File: config.mk
export PLATFORM = sky130hd
export DESIGN_NAME = fetch_stage
export DESIGN_NICKNAME = d
export VERILOG_FILES = /design/src/rtl/fetch_stage.sv
export SDC_FILE = /design/constraint.sdc
export NUM_CORES = 1
export LEC_CHECK = 0
export CAP_MARGIN = 5
export CORE_MARGIN = 4
export CORE_UTILIZATION = 47
export DETAILED_ROUTE_END_ITERATION = 10
export GPL_ROUTABILITY_DRIVEN = 0
export PLACE_DENSITY = 0.87
export SETUP_SLACK_MARGIN = 0.05
export SLEW_MARGIN = 10
export SYNTH_ARGS = -nofsm -noshare
export SYNTH_HDL_FRONTEND = slang
export SYNTH_SLANG_ARGS = --single-unit
File: constraint.sdc
create_clock -name clk -period 3.9 [get_ports clk]
set_input_delay 1.17 -clock clk [delete_from_list [all_inputs] [get_ports clk]]
set_output_delay 1.17 -clock clk [all_outputs]
set_load 0.01 [all_outputs]
File: src/rtl/fetch_stage.sv
// Instruction-fetch stage and IF/ID pipeline register of the pipelined MIPS core.
// Holds the PC and drives the instruction-memory address.
// Registers the fetched word and its PC+4 for decode.
// Applies redirects resolved in decode: JR, then J/JAL, then taken branch.
// There is no branch delay slot, so any redirect squashes the wrong-path word in IF/ID.
// Also applies hazard stalls and a sticky SYSCALL halt that only reset clears.
module fetch_stage #(
  parameter logic [31:0] RESET_PC = 32'h0040_0000,
  parameter logic [31:0] NOP_WORD = 32'h0000_0000
) (
  input  logic        clk,
  input  logic        rst,
  input  logic        stall,
  input  logic        halt,
  input  logic [1:0]  jump,
  input  logic [25:0] jump_index,
  input  logic [31:0] jr_target,
  input  logic        branch_taken,
  input  logic [31:0] branch_target,
  output logic [31:0] imem_addr,
  input  logic [31:0] imem_rdata,
  output logic [31:0] if_id_instr,
  output logic [31:0] if_id_pc_plus4,
  output logic        if_id_valid,
  output logic        halted,
  output logic        misaligned
);

  // Fetch is either running or frozen by SYSCALL until reset.
  typedef enum logic {
    RUN,
    HALTED
  } fetchState_e;

  // Jump encodings coming from decode. The encoding 2'b11 is treated as "no jump".
  localparam logic [1:0] JUMP_J  = 2'b01;
  localparam logic [1:0] JUMP_JR = 2'b10;

  fetchState_e state_q, state_d;
  logic [31:0] pc_q, pc_d;
  logic [31:0] ifIdInstr_q, ifIdInstr_d;
  logic [31:0] ifIdPcPlus4_q, ifIdPcPlus4_d;
  logic        ifIdValid_q, ifIdValid_d;
  logic        misaligned_q, misaligned_d;

  logic [31:0] pcPlus4;
  logic [31:0] jrAligned;
  logic [31:0] jAddr;
  logic [31:0] branchAligned;

  // Candidate next-PC values.
  // PC+4 wraps naturally at 2^32.
  // The J target takes its upper nibble from the PC+4 of the jump instruction itself,
  // which at this point is the one sitting in IF/ID.
  always_comb begin
    pcPlus4       = pc_q + 32'd4;
    jrAligned     = {jr_target[31:2], 2'b00};
    jAddr         = {ifIdPcPlus4_q[31:28], jump_index, 2'b00};
    branchAligned = {branch_target[31:2], 2'b00};
  end

  // Next-state selection, with priority: halt > stall > JR > J > branch > sequential.
  always_comb begin
    state_d       = state_q;
    pc_d          = pc_q;
    ifIdInstr_d   = ifIdInstr_q;
    ifIdPcPlus4_d = ifIdPcPlus4_q;
    ifIdValid_d   = ifIdValid_q;
    misaligned_d  = 1'b0;

    if (state_q == HALTED || halt) begin
      // Once halted, fetch is frozen and only bubbles reach decode.
      state_d     = HALTED;
      ifIdInstr_d = NOP_WORD;
      ifIdValid_d = 1'b0;
    end else if (stall) begin
      // Hold everything. The hazard unit keeps redirects asserted until the stall drops.
      state_d = RUN;
    end else if (jump == JUMP_JR) begin
      pc_d          = jrAligned;
      ifIdInstr_d   = NOP_WORD;
      ifIdPcPlus4_d = pcPlus4;
      ifIdValid_d   = 1'b0;
      misaligned_d  = |jr_target[1:0];
    end else if (jump == JUMP_J) begin
      pc_d          = jAddr;
      ifIdInstr_d   = NOP_WORD;
      ifIdPcPlus4_d = pcPlus4;
      ifIdValid_d   = 1'b0;
    end else if (branch_taken) begin
      pc_d          = branchAligned;
      ifIdInstr_d   = NOP_WORD;
      ifIdPcPlus4_d = pcPlus4;
      ifIdValid_d   = 1'b0;
      misaligned_d  = |branch_target[1:0];
    end else begin
      pc_d          = pcPlus4;
      ifIdInstr_d   = imem_rdata;
      ifIdPcPlus4_d = pcPlus4;
      ifIdValid_d   = 1'b1;
    end
  end

  // State, PC and IF/ID registers, with synchronous reset.
  always_ff @(posedge clk) begin
    if (rst) begin
      state_q       <= RUN;
      pc_q          <= RESET_PC;
      ifIdInstr_q   <= NOP_WORD;
      ifIdPcPlus4_q <= RESET_PC;
      ifIdValid_q   <= 1'b0;
      misaligned_q  <= 1'b0;
    end else begin
      state_q       <= state_d;
      pc_q          <= pc_d;
      ifIdInstr_q   <= ifIdInstr_d;
      ifIdPcPlus4_q <= ifIdPcPlus4_d;
      ifIdValid_q   <= ifIdValid_d;
      misaligned_q  <= misaligned_d;
    end
  end

  // All outputs come straight from registers.
  // The only combinational output is imem_addr, which is the PC itself.
  always_comb begin
    imem_addr      = pc_q;
    if_id_instr    = ifIdInstr_q;
    if_id_pc_plus4 = ifIdPcPlus4_q;
    if_id_valid    = ifIdValid_q;
    halted         = (state_q == HALTED);
    misaligned     = misaligned_q;
  end

endmodule

==> flow_metrics.py <==
metrics = {
    "cells_and_area": {
        "regArea_um2": 1900,
        "areaGrowthSynthToFinish_pct": 48.1,
        "instances_no_fill": 1036,
        "final_common_cell": "clkdlybuf4s50_1",
        "utilization_pct": 72.4,
        "nFillCells": 811,
        "multi_input_area_um2": 3180,
        "nets": 1020,
        "most-common-layout-cells": "220 x clkdlybuf4s50_1, 95 x dfxtp_1, 93 x nand2_1",
        "drive_above_1_share_pct": 5.47,
    },
    "setup_path": {
        "cp-end-kind": "register",
        "required_ps": 4110,
        "r2r_cells": 6,
        "worst-path-max-fanout": 23,
        "cp.arrival_ps": 3170,
        "critPathKind": "input pin to register",
        "startpoint_type": "input pin",
    },
    "cts": {
        "cts.sinks": 95,
        "clockBufferDepth": 2,
        "cts_tree": "yes",
        "tritoncts.num_buffers": 9,
        "h-tree-depth": 3,
        "cts_setup_buffers": 0,
        "cts-root-buf": "clkbuf_16",
        "clkSlewWorstSetupHoldPaths_ps": 70,
        "cts_repair_resize_count": 0,
        "clk_latency_ps": 340,
        "hold_buffers": 0,
    },
    "sta": {
        "holdWs_ps": 460,
        "finalSetupViolCount": 0,
        "fin_crit_ps": 2950,
        "slew_headroom_pct": 20.9,
        "drv_slew": 0,
        "clock_skew_ps": 9.68,
        "period_share_pct": 75.7,
        "worst_pin_slew_ps": 1180,
        "fmax_mhz": 339,
        "finalWorstSetupSlack_ps": 946,
        "hold_viol": 0,
        "rsz0062_at_grt": "no",
        "fin_setup_tns_ps": 0,
    },
    "floorplanning": {
        "die_y_um": 115,
        "io_pins": 228,
        "initial_core_util_pct": 48.8,
        "placementRows": 38,
        "fp.dieW_um": 115,
        "core_um2": 11000,
        "die_area_um2": 13200,
    },
    "logic_synthesis": {
        "syn_inst": 700,
        "postSynthAreaPerCell_um2": 7.66,
        "ys.flop_type": "dfxtp_1",
        "synth_cell_types": 65,
        "async_reset_ff_share_pct": 0,
        "netlist_area_um2": 5370,
        "seq_area_frac_synth_pct": 35.4,
        "ys_ff_latch": 95,
        "synth_edf_count": 0,
        "yosysWarningCount": 0,
    },
    "placed_design": {
        "port_buffers": 223,
        "place_inst": 1019,
        "pre_cts_slack_ps": 647,
        "place_hpwl_mm": 14.8,
    },
    "min_path": {
        "hold_class": "register to register",
        "worstHoldPathCells": 2,
    },
    "job": {
        "timing.max_cap.violations": 0,
    },
    "power_and_ir_drop": {
        "power_leakage_nw": 2.65,
        "power_density_nw_per_um2": 308,
        "irDropWorstVdd_mv": 0.211,
    },
    "grt": {
        "grt_pass1_vias": 6223,
        "grt-ovfl-total": 0,
        "grt_max_degree": 67,
        "grt_util_all_layers_pct": 29.7,
        "grt_pass1_wl_mm": 31.4,
        "antenna_found_initial": 1,
    },
    "outcome": {
        "status": "finished, final reports clean",
    },
    "drt": {
        "vias": 6402,
        "drt_first_pass_iters": 6,
        "drt_iter0_drc": 708,
        "routed_wl_mm": 20.5,
        "ant_nets": 0,
        "drc": 0,
        "viasPerCell": 6.18,
        "avgRoutedWirePerCell_um": 19.8,
    },
}
## power breakdown
part           internal (mW)  total [mW]  switching, mW
registers               1.01        1.06         0.0489
logic                  0.280       0.530          0.250
clock network          0.469       0.858          0.388
total                   1.76        2.45          0.687
## cell type report
type                    count  area share, %
inverters                  12          0.567
clock inverters             4          0.378
well taps                 140           2.20
clock buffers              12           3.23
multi-input cells         531           40.1
repair buffers            241           29.6
diodes                      1         0.0315
flip-flops and latches     95           23.9
## state kept, by name, indices dropped and copies added, names as in the netlist
name,count
halted,1
imem_addr,30
if_id_valid,1
misaligned,1
if_id_pc_plus4,30
if_id_instr,32
## final timing paths
kind / start / endpoint / slack [ps]
worst max-delay path: halt / imem_addr[27] / 950
worst min-delay path: if_id_instr[4] / if_id_instr[4] / 460
worst max register to register: imem_addr[2] / imem_addr[28] / 1120
worst min register to register: if_id_instr[4] / if_id_instr[4] / 460
## metrics by stage
step	total power [mW]	area, µm²
2_1_floorplan	1.31	5380
3_3_place_gp	1.58	7660
5_1_grt	2.54	7950
3_5_place_dp	1.60	7660
4_1_cts	2.44	7940
6_report	2.45	7950
## cells in the mapped netlist, types with 10 or more instances
cell type / n / area, µm²
a221o_1: 10 / 100
nand3b_1: 33 / 248
o22ai_1: 14 / 87.6
a21oi_1: 63 / 315
inv_1: 12 / 45.0
a211oi_1: 23 / 173
xnor2_1: 19 / 166
nor2_1: 58 / 218
nor3_1: 24 / 120
nand2_1: 93 / 349
dfxtp_1: 95 / 1900
o21ai_0: 41 / 205
nand3_1: 14 / 70.1
clkbuf_1: 53 / 199
## logic make-up after synthesis
group / count (synthesis) / synth area share [%]
AND/OR/NAND/NOR: 281 / 27.2
AO/OA/AOI/OAI: 221 / 27.3
flip-flops: 95 / 35.4
buffers and inverters: 77 / 5.74
XOR/XNOR: 21 / 3.43
multiplexers: 3 / 0.583
adder cells (fa/ha/maj): 1 / 0.233
other: 1 / 0.0699
## critical path, stage by stage
cell and delay (ps):
clkdlybuf4s50_1 480, or3_1 740, a221oi_1 410, a211oi_1 100, a21oi_1 160, o211ai_1 100
## per-layer routing
metal	up-vias	GRT usage, %	wire length [µm]	share of wire (%)
met1	3017	35.8	7900	39
met3	64	5.79	1710	8.3
met5	-	0	0	0
met4	0	14.9	719	3.5
met2	372	50.5	10200	50
li1	2949	-	-	-
Note: power is estimated with default switching activity, not from simulation.
